File: config.mk
export PLATFORM = sky130hd
export DESIGN_NAME = spi_reg_bridge
export DESIGN_NICKNAME = d
export VERILOG_FILES = /design/src/rtl/spi_reg_bridge.sv
export SDC_FILE = /design/constraint.sdc
export NUM_CORES = 1
export LEC_CHECK = 0
export CORE_UTILIZATION = 40
export CTS_CLUSTER_DIAMETER = 40
export DETAILED_ROUTE_END_ITERATION = 8
export PLACE_DENSITY = 0.79
export SKIP_LAST_GASP = 1
export SLEW_MARGIN = 20
export SYNTH_ARGS = -nofsm -noshare
export SYNTH_HDL_FRONTEND = slang
export SYNTH_SLANG_ARGS = --single-unit
File: constraint.sdc
create_clock -name clk -period 1.85 [get_ports clk]
set_input_delay 0.2775 -clock clk [delete_from_list [all_inputs] [get_ports clk]]
set_output_delay 0.2775 -clock clk [all_outputs]
set_load 0.01 [all_outputs]
File: src/rtl/spi_reg_bridge.sv
// SPI-to-register bridge: first frame byte is a command (bit7 read, low bits start address),
// following bytes are burst writes or dummy bytes clocking out burst reads.
module spi_reg_bridge #(
  parameter int ADDR_W   = 6,
  parameter int NUM_REGS = 48
) (
  input  logic              clk,
  input  logic              rst_n,
  input  logic              frame_active,
  input  logic              byte_valid,
  input  logic [7:0]        byte_in,
  output logic [7:0]        byte_out,
  input  logic [7:0]        status_in,
  output logic [ADDR_W-1:0] reg_raddr,
  input  logic [7:0]        reg_rdata,
  output logic              reg_we,
  output logic [ADDR_W-1:0] reg_waddr,
  output logic [7:0]        reg_wdata,
  output logic              frame_done,
  output logic [7:0]        frame_bytes
);

  typedef enum logic [2:0] {
    IDLE  = 3'd0,
    CMD   = 3'd1,
    WRITE = 3'd2,
    READ  = 3'd3,
    SKIP  = 3'd4
  } state_e;

  state_e            state_q, state_d;
  logic              fa_q;
  logic [ADDR_W-1:0] addr_q, addr_d;
  logic [7:0]        byte_out_q, byte_out_d;
  logic [7:0]        cnt_q, cnt_d;
  logic [7:0]        frame_bytes_q, frame_bytes_d;
  logic              reg_we_q, reg_we_d;
  logic [ADDR_W-1:0] reg_waddr_q, reg_waddr_d;
  logic [7:0]        reg_wdata_q, reg_wdata_d;
  logic              frame_done_q, frame_done_d;

  logic              rise, fall, in_frame, bv_ok;
  logic [ADDR_W-1:0] cmd_addr;
  logic [7:0]        cnt_inc;

  function automatic logic is_mapped(input logic [ADDR_W-1:0] a);
    return (32'(a) < NUM_REGS);
  endfunction

  assign cmd_addr = byte_in[ADDR_W-1:0];
  assign rise     = frame_active & ~fa_q;
  assign fall     = ~frame_active & fa_q;
  assign in_frame = (state_q == CMD) || (state_q == WRITE) || (state_q == READ);
  // A byte arriving in the same cycle as deselect still belongs to the frame.
  assign bv_ok    = byte_valid & in_frame & (frame_active | fall);
  assign cnt_inc  = (cnt_q == 8'hFF) ? 8'hFF : cnt_q + 8'h01;

  // State and datapath registers; fa_q resets high so a frame held across reset is ignored.
  always_ff @(posedge clk) begin
    if (!rst_n) begin
      state_q       <= IDLE;
      fa_q          <= 1'b1;
      addr_q        <= '0;
      byte_out_q    <= 8'h00;
      cnt_q         <= 8'h00;
      frame_bytes_q <= 8'h00;
      reg_we_q      <= 1'b0;
      reg_waddr_q   <= '0;
      reg_wdata_q   <= 8'h00;
      frame_done_q  <= 1'b0;
    end else begin
      state_q       <= state_d;
      fa_q          <= frame_active;
      addr_q        <= addr_d;
      byte_out_q    <= byte_out_d;
      cnt_q         <= cnt_d;
      frame_bytes_q <= frame_bytes_d;
      reg_we_q      <= reg_we_d;
      reg_waddr_q   <= reg_waddr_d;
      reg_wdata_q   <= reg_wdata_d;
      frame_done_q  <= frame_done_d;
    end
  end

  // Next-state logic; SKIP and unused encodings fall back to IDLE.
  always_comb begin
    state_d = state_q;
    case (state_q)
      IDLE: begin
        if (rise) state_d = CMD;
        else      state_d = IDLE;
      end
      CMD: begin
        if (fall)       state_d = IDLE;
        else if (bv_ok) state_d = byte_in[7] ? READ : WRITE;
        else            state_d = CMD;
      end
      WRITE: begin
        if (fall) state_d = IDLE;
        else      state_d = WRITE;
      end
      READ: begin
        if (fall) state_d = IDLE;
        else      state_d = READ;
      end
      SKIP:    state_d = IDLE;
      default: state_d = IDLE;
    endcase
  end

  // Datapath next values: address walk, write strobe, response byte, frame accounting.
  always_comb begin
    addr_d        = addr_q;
    byte_out_d    = byte_out_q;
    cnt_d         = cnt_q;
    frame_bytes_d = frame_bytes_q;
    reg_we_d      = 1'b0;
    reg_waddr_d   = reg_waddr_q;
    reg_wdata_d   = reg_wdata_q;
    frame_done_d  = 1'b0;
    if ((state_q == IDLE) && rise) begin
      byte_out_d = status_in;
      cnt_d      = 8'h00;
    end else if (bv_ok) begin
      cnt_d = cnt_inc;
      case (state_q)
        CMD: begin
          // Read bursts preload the first register now, so the walk resumes one ahead.
          if (byte_in[7]) begin
            addr_d     = cmd_addr + ADDR_W'(1);
            byte_out_d = is_mapped(cmd_addr) ? reg_rdata : 8'h00;
          end else begin
            addr_d     = cmd_addr;
            byte_out_d = 8'h00;
          end
        end
        WRITE: begin
          reg_we_d    = is_mapped(addr_q);
          reg_waddr_d = addr_q;
          reg_wdata_d = byte_in;
          addr_d      = addr_q + ADDR_W'(1);
          byte_out_d  = 8'h00;
        end
        READ: begin
          byte_out_d = is_mapped(addr_q) ? reg_rdata : 8'h00;
          addr_d     = addr_q + ADDR_W'(1);
        end
        default: begin
          byte_out_d = 8'h00;
        end
      endcase
    end else begin
      cnt_d = cnt_q;
    end
    if (fall && in_frame) begin
      frame_done_d  = 1'b1;
      frame_bytes_d = cnt_d;
      byte_out_d    = status_in;
    end else begin
      frame_done_d  = 1'b0;
    end
  end

  assign reg_raddr   = (state_q == CMD) ? cmd_addr : addr_q;
  assign byte_out    = byte_out_q;
  assign reg_we      = reg_we_q;
  assign reg_waddr   = reg_waddr_q;
  assign reg_wdata   = reg_wdata_q;
  assign frame_done  = frame_done_q;
  assign frame_bytes = frame_bytes_q;

endmodule

## Word-level counts from Yosys, hierarchy flattened

Cells that the tools add are included.

- Register bits: 50
- Bits in latches: 0
- RAM bits: 0
- Memory bits (read-only): 0
- Input bits: 28
- Output and inout bits: 38
- Word-level logic and storage cells: 62
- Memories: 0

- Add/subtract/negate cells: 3
- Multipliers: 0
- Divide/modulo/power cells: 0
- Order comparisons: 2
- Eq/ne operators: 4
- Shift-type cells: 0
- Multiplexer cells: 21
- Bitwise operators: 11
- Reductions and logical operators: 11

Operator list:

| operator | count |
|---|---|
| 8-bit two-way mux | 9 |
| 8-bit one-hot mux with 2 select lines | 1 |
| 6-bit by 1-bit adder with 6-bit output, second input constant | 2 |
| 6-bit less-than comparator, second input constant | 2 |
| 6-bit two-way mux | 2 |
| 3-bit one-hot mux with 4 select lines | 1 |
| 6-bit one-hot mux with 2 select lines | 1 |
| 8-bit by 1-bit adder with 8-bit output, second input constant | 1 |
| 8-bit == test, second input constant | 1 |
| 2-bit two-way mux | 4 |
| 3-bit by 2-bit == test with 1-bit output, second input constant | 2 |
| 1-bit NOT | 6 |
| 3-bit AND reduction | 2 |
| 1-bit AND | 4 |
| 4-bit OR reduction | 1 |
| 3-bit by 1-bit == test with 1-bit output, second input constant | 1 |
| 3-bit zero test | 1 |
| 1-bit two-way mux | 3 |
| 3-bit nonzero test | 1 |
| 1-bit logical AND | 2 |
| 1-bit logical OR | 2 |
| 2-bit nonzero test | 1 |
| 2-bit OR reduction | 1 |
| 1-bit bitwise OR | 1 |

## Depth between registers and ports, before layout

- Word-level depth: 8
- Depth in mapped cells: 6
- Mapped depth without buffers: 5

## Worst setup path before layout

Ideal clock, no wire load.

- Path kind: register -> output
- From: reg state_q[1]
- To: out reg_raddr[0]
- Arrival time: 1.260 ns
- Data required time: 1.572 ns
- Path slack: 0.312 ns
- Stages on the path, launching flop included: 5
- Path buffers: 2
- Cell sequence: dfxtp_1 buf_4 nand2b_1 clkbuf_1 mux2_2

- Cells in the longest elaborated chain, start to end: 2

RTL lines:

| element | RTL line | text |
|---|---|---|
| from (decl) | 31 | `state_e state_q, state_d;` |
| from (signal assigned) | 72 | `state_q <= state_d;` |
| 3-bit by 1-bit == test with 1-bit output | 164 | `assign reg_raddr = (state_q == CMD) ? cmd_addr : addr_q;` |
| 6-bit two-way mux | 164 |  |
| to (decl) | 14 | `output logic [ADDR_W-1:0] reg_raddr,` |

No other way between the ends.

## Final worst setup path

- From: reg state_q[1]
- To: out reg_raddr[4]

Same word-level chain as after synthesis.

==> results by group <==
Critical path
  – Worst Path Arrival: 1.46 ns
  – Cell family with the largest share of critical-path delay: multiplexers
  – CP cell instances: nand2b_4 > mux2_2 > dlygate4sd2_1
  – Critical Path RT: 1.57 ns
  – Critical R2R Launch: state_q[0]
  – Reg2reg setup slack: 0.14 ns
  – Worst-path maximum fanout: 6
  – Worst Reg-to-Reg Cells: 5
  – CP endpoint kind: output pin
  – Critical path type: reg2out
  – Critical path destination: reg_raddr[4]
  – Worst Setup SP: state_q[1]
  – Critical path depth in cells: 3
  – CP startpoint kind: flop
  – RR Endpoint: byte_out[0]
  – Slowest cell on crit path: mux2_2
  – Max incr delay on CP: 0.35 ns
  – Buf/Inv on CP: 1

Routing
  – Routed WL per cell: 13.78 microns
  – Vias: 2339
  – Pre-Repair DR Iteration Count: 4
  – Drt first-iter violations: 169
  – DRC: 0
  – Post-Route WL: 5.955 mm
  – Via density: 5.414
  – M1 WL: 2.736 mm
  – Met2 wire len: 2.848 mm
  – Routed length on met3: 291 microns
  – Antenna-violating nets left: 0
  – Top layer in use: met4

Die
  – Die Ht: 78.11 microns
  – Starting Density: 41.82%
  – I/O pins: 66
  – Total die area: 0.006101 sq mm
  – Rows: 27
  – Die W: 78.11 microns
  – CORE AREA: 0.005540 sq mm

Power and ir drop
  – Pwr dens: 605.6 mW/mm^2
  – Leak: 1.219 nW
  – VDD IR max: 0.0003920 V

Synth
  – Post-synth EDFFs: 0
  – Area share of the largest cell type after synthesis: 42.33%
  – Synth top cells by count: dfxtp_1 (49), nand2_1 (45), a21oi_1 (34)
  – Mapped cell area: 0.002317 sq mm
  – Seq/Total Area, Yosys: 42.33%
  – Yosys reg bits: 49
  – Ys async rst share: 0%
  – Synth Flop Type: dfxtp_1
  – Yosys Warn Count: 0
  – Most common cell in the synthesized netlist: dfxtp_1
  – Synth unique cells: 43
  – Cell accounting for the most synthesized area: dfxtp_1
  – Cells after synthesis: 278
  – Mapped Nets: 309
  – Post-Syn Area per Cell: 8.335 sq um
  – Dominant cells by area after synthesis: dfxtp_1 (42%), a21oi_1 (7.3%), nand2_1 (7.3%)

CTS
  – CTS Buffer Depth: 2
  – Total CTS buffers: 5
  – Worst-path clk slew: 0.09 ns
  – Root Driver: clkbuf_8
  – Post-CTS setup buffer count: 0
  – CTS tree: yes
  – CTS H-Tree Depth: 2
  – Worst skew pair latency: 0.30 ns
  – Cts hold-fix bufs: 0
  – Clock Sinks: 49

Timing
  – RSZ-0062 raised after global routing: false
  – Slew @ Worst Pin: 0.3666 ns
  – Crit path time final: 1.736 ns
  – Hold Fails Final Rpt: 0
  – Period utilization: 93.84%
  – FMAX: 0.5760 GHz
  – Final-report max-slew violation count: 0
  – Clk_skew: 0.01432 ns
  – Slew HR: 75.56%
  – Setup TNS: 0 ns
  – Final setup viols: 0

Place
  – Placed Cells: 424
  – Final GP Congestion: 0.8682
  – Placed inst area: 0.003176 sq mm
  – DP HPWL: 4.384 mm
  – Number of I/O port buffers: 65

Flow run
  – Max_cap viols: 0

Cells and area
  – Post-route cell area: 0.003258 sq mm
  – Ant diodes: 0
  – Share of cells above drive strength 1: 12.78%
  – Nets: 390
  – Area growth syn-to-layout: 40.60%
  – Multi-input logic area: 0.001254 sq mm
  – Layout Cells excl Fill: 432
  – Fillcell total: 534
  – Reg area: 980.9 sq um

GRT
  – First-pass GRT wire length: 9.901 mm
  – Vias in the first global route: 2180
  – Grt total ovfl: 0
  – Antenna violations before repair: 0
  – Pin count of the biggest net entering global routing: 22
  – Tot GR Track Use: 19.89%

Run status
  – Status: finished clean

Hold path
  – Min-Delay Path Class: reg2reg
-- where the power goes --
| group | total [mW] | internal [mW] | switching [mW] |
|---|---|---|---|
| logic | 0.271 | 0.147 | 0.124 |
| clock network | 0.615 | 0.263 | 0.352 |
| registers | 1.09 | 1.07 | 0.0165 |
-- routing by layer --
layer | GRT usage [%] | vias to the layer above
met5 | 0 | -
met1 | 26.08 | 1082
li1 | - | 1165
met4 | 5.556 | 0
met3 | 3.256 | 7
met2 | 33.60 | 85
-- worst register-to-register path, delay by kind of cell, from the launching register on --
kind            cells  cell delay (ns)
simple gates        1             0.56
flops               1             0.34
compound gates      3             0.53
buf+inv             1             0.18
-- registers in the layout, summed over array words and instances (netlist names) --
signal,count
cnt_q,8
byte_out,8
reg_wdata,8
frame_bytes,8
addr_q,6
reg_we,1
frame_done,1
state_q,2
reg_waddr,6
fa_q,1
-- cell families after synthesis --
family | count (synthesis) | synth area share [%]
xor+xnor | 4 | 1.512
flops | 49 | 42.33
buf+inv | 19 | 3.887
mux | 12 | 5.562
compound gates | 82 | 22.73
fa+ha+maj | 3 | 1.620
simple gates | 109 | 22.35
-- worst min path at each step --
stage / startpoint / to / slack [ns] / cells after the start
2_1_floorplan: rst_n / frame_done / 0.41 / 2
3_3_place_gp: reg_waddr[4] / reg_waddr[4] / 0.44 / 2
3_5_place_dp: frame_bytes[3] / frame_bytes[3] / 0.45 / 2
4_1_cts: frame_bytes[3] / frame_bytes[3] / 0.46 / 2
5_1_grt: reg_waddr[4] / reg_waddr[4] / 0.48 / 2
6_report: frame_bytes[3] / frame_bytes[3] / 0.45 / 2
-- per-stage QoR --
step,setup slack [ns],power (mW),utilization [%],hold WS (ns)
global placement,0.01905,1.377,57.32,0.4427
detailed placement,-0.02861,1.382,57.32,0.4482
finish,0.1139,1.973,58.81,0.4543
floorplan,0.3123,1.227,-,0.4113
CTS,0.1132,1.979,58.81,0.4595
global route,0.02588,2.054,58.81,0.4831
-- layout make-up --
cell class | count | area share [%]
Clock buffer | 6 | 2.227
Clock inverter | 2 | 0.3072
Timing Repair Buffer | 89 | 25.65
Inverter | 4 | 0.4608
Tap cell | 72 | 2.765
Multi-Input combinational cell | 210 | 38.48
Sequential cell | 49 | 30.11
-- cells in the final DEF, fill, tap and decap left out, drive strengths merged, types with 3 or more instances in the layout --
cell type,instances
a21oi,34
a22oi,8
and3,5
buf,24
clkbuf,6
clkdlybuf4s50,59
dfxtp,49
dlygate4sd2,6
ha,3
inv,4
mux2,7
mux2i,5
nand2,45
nand2b,4
nand3,17
nand4,7
nor2,21
nor3,3
o211ai,4
o21ai,15
-- what timing repair did --
action / 4_1_cts / 5_1_grt
pin swaps: 0 / 0
gates resized for setup: 8 / 1
setup endpoints to repair: 6 / 1
(Power assumes the default switching activity.)
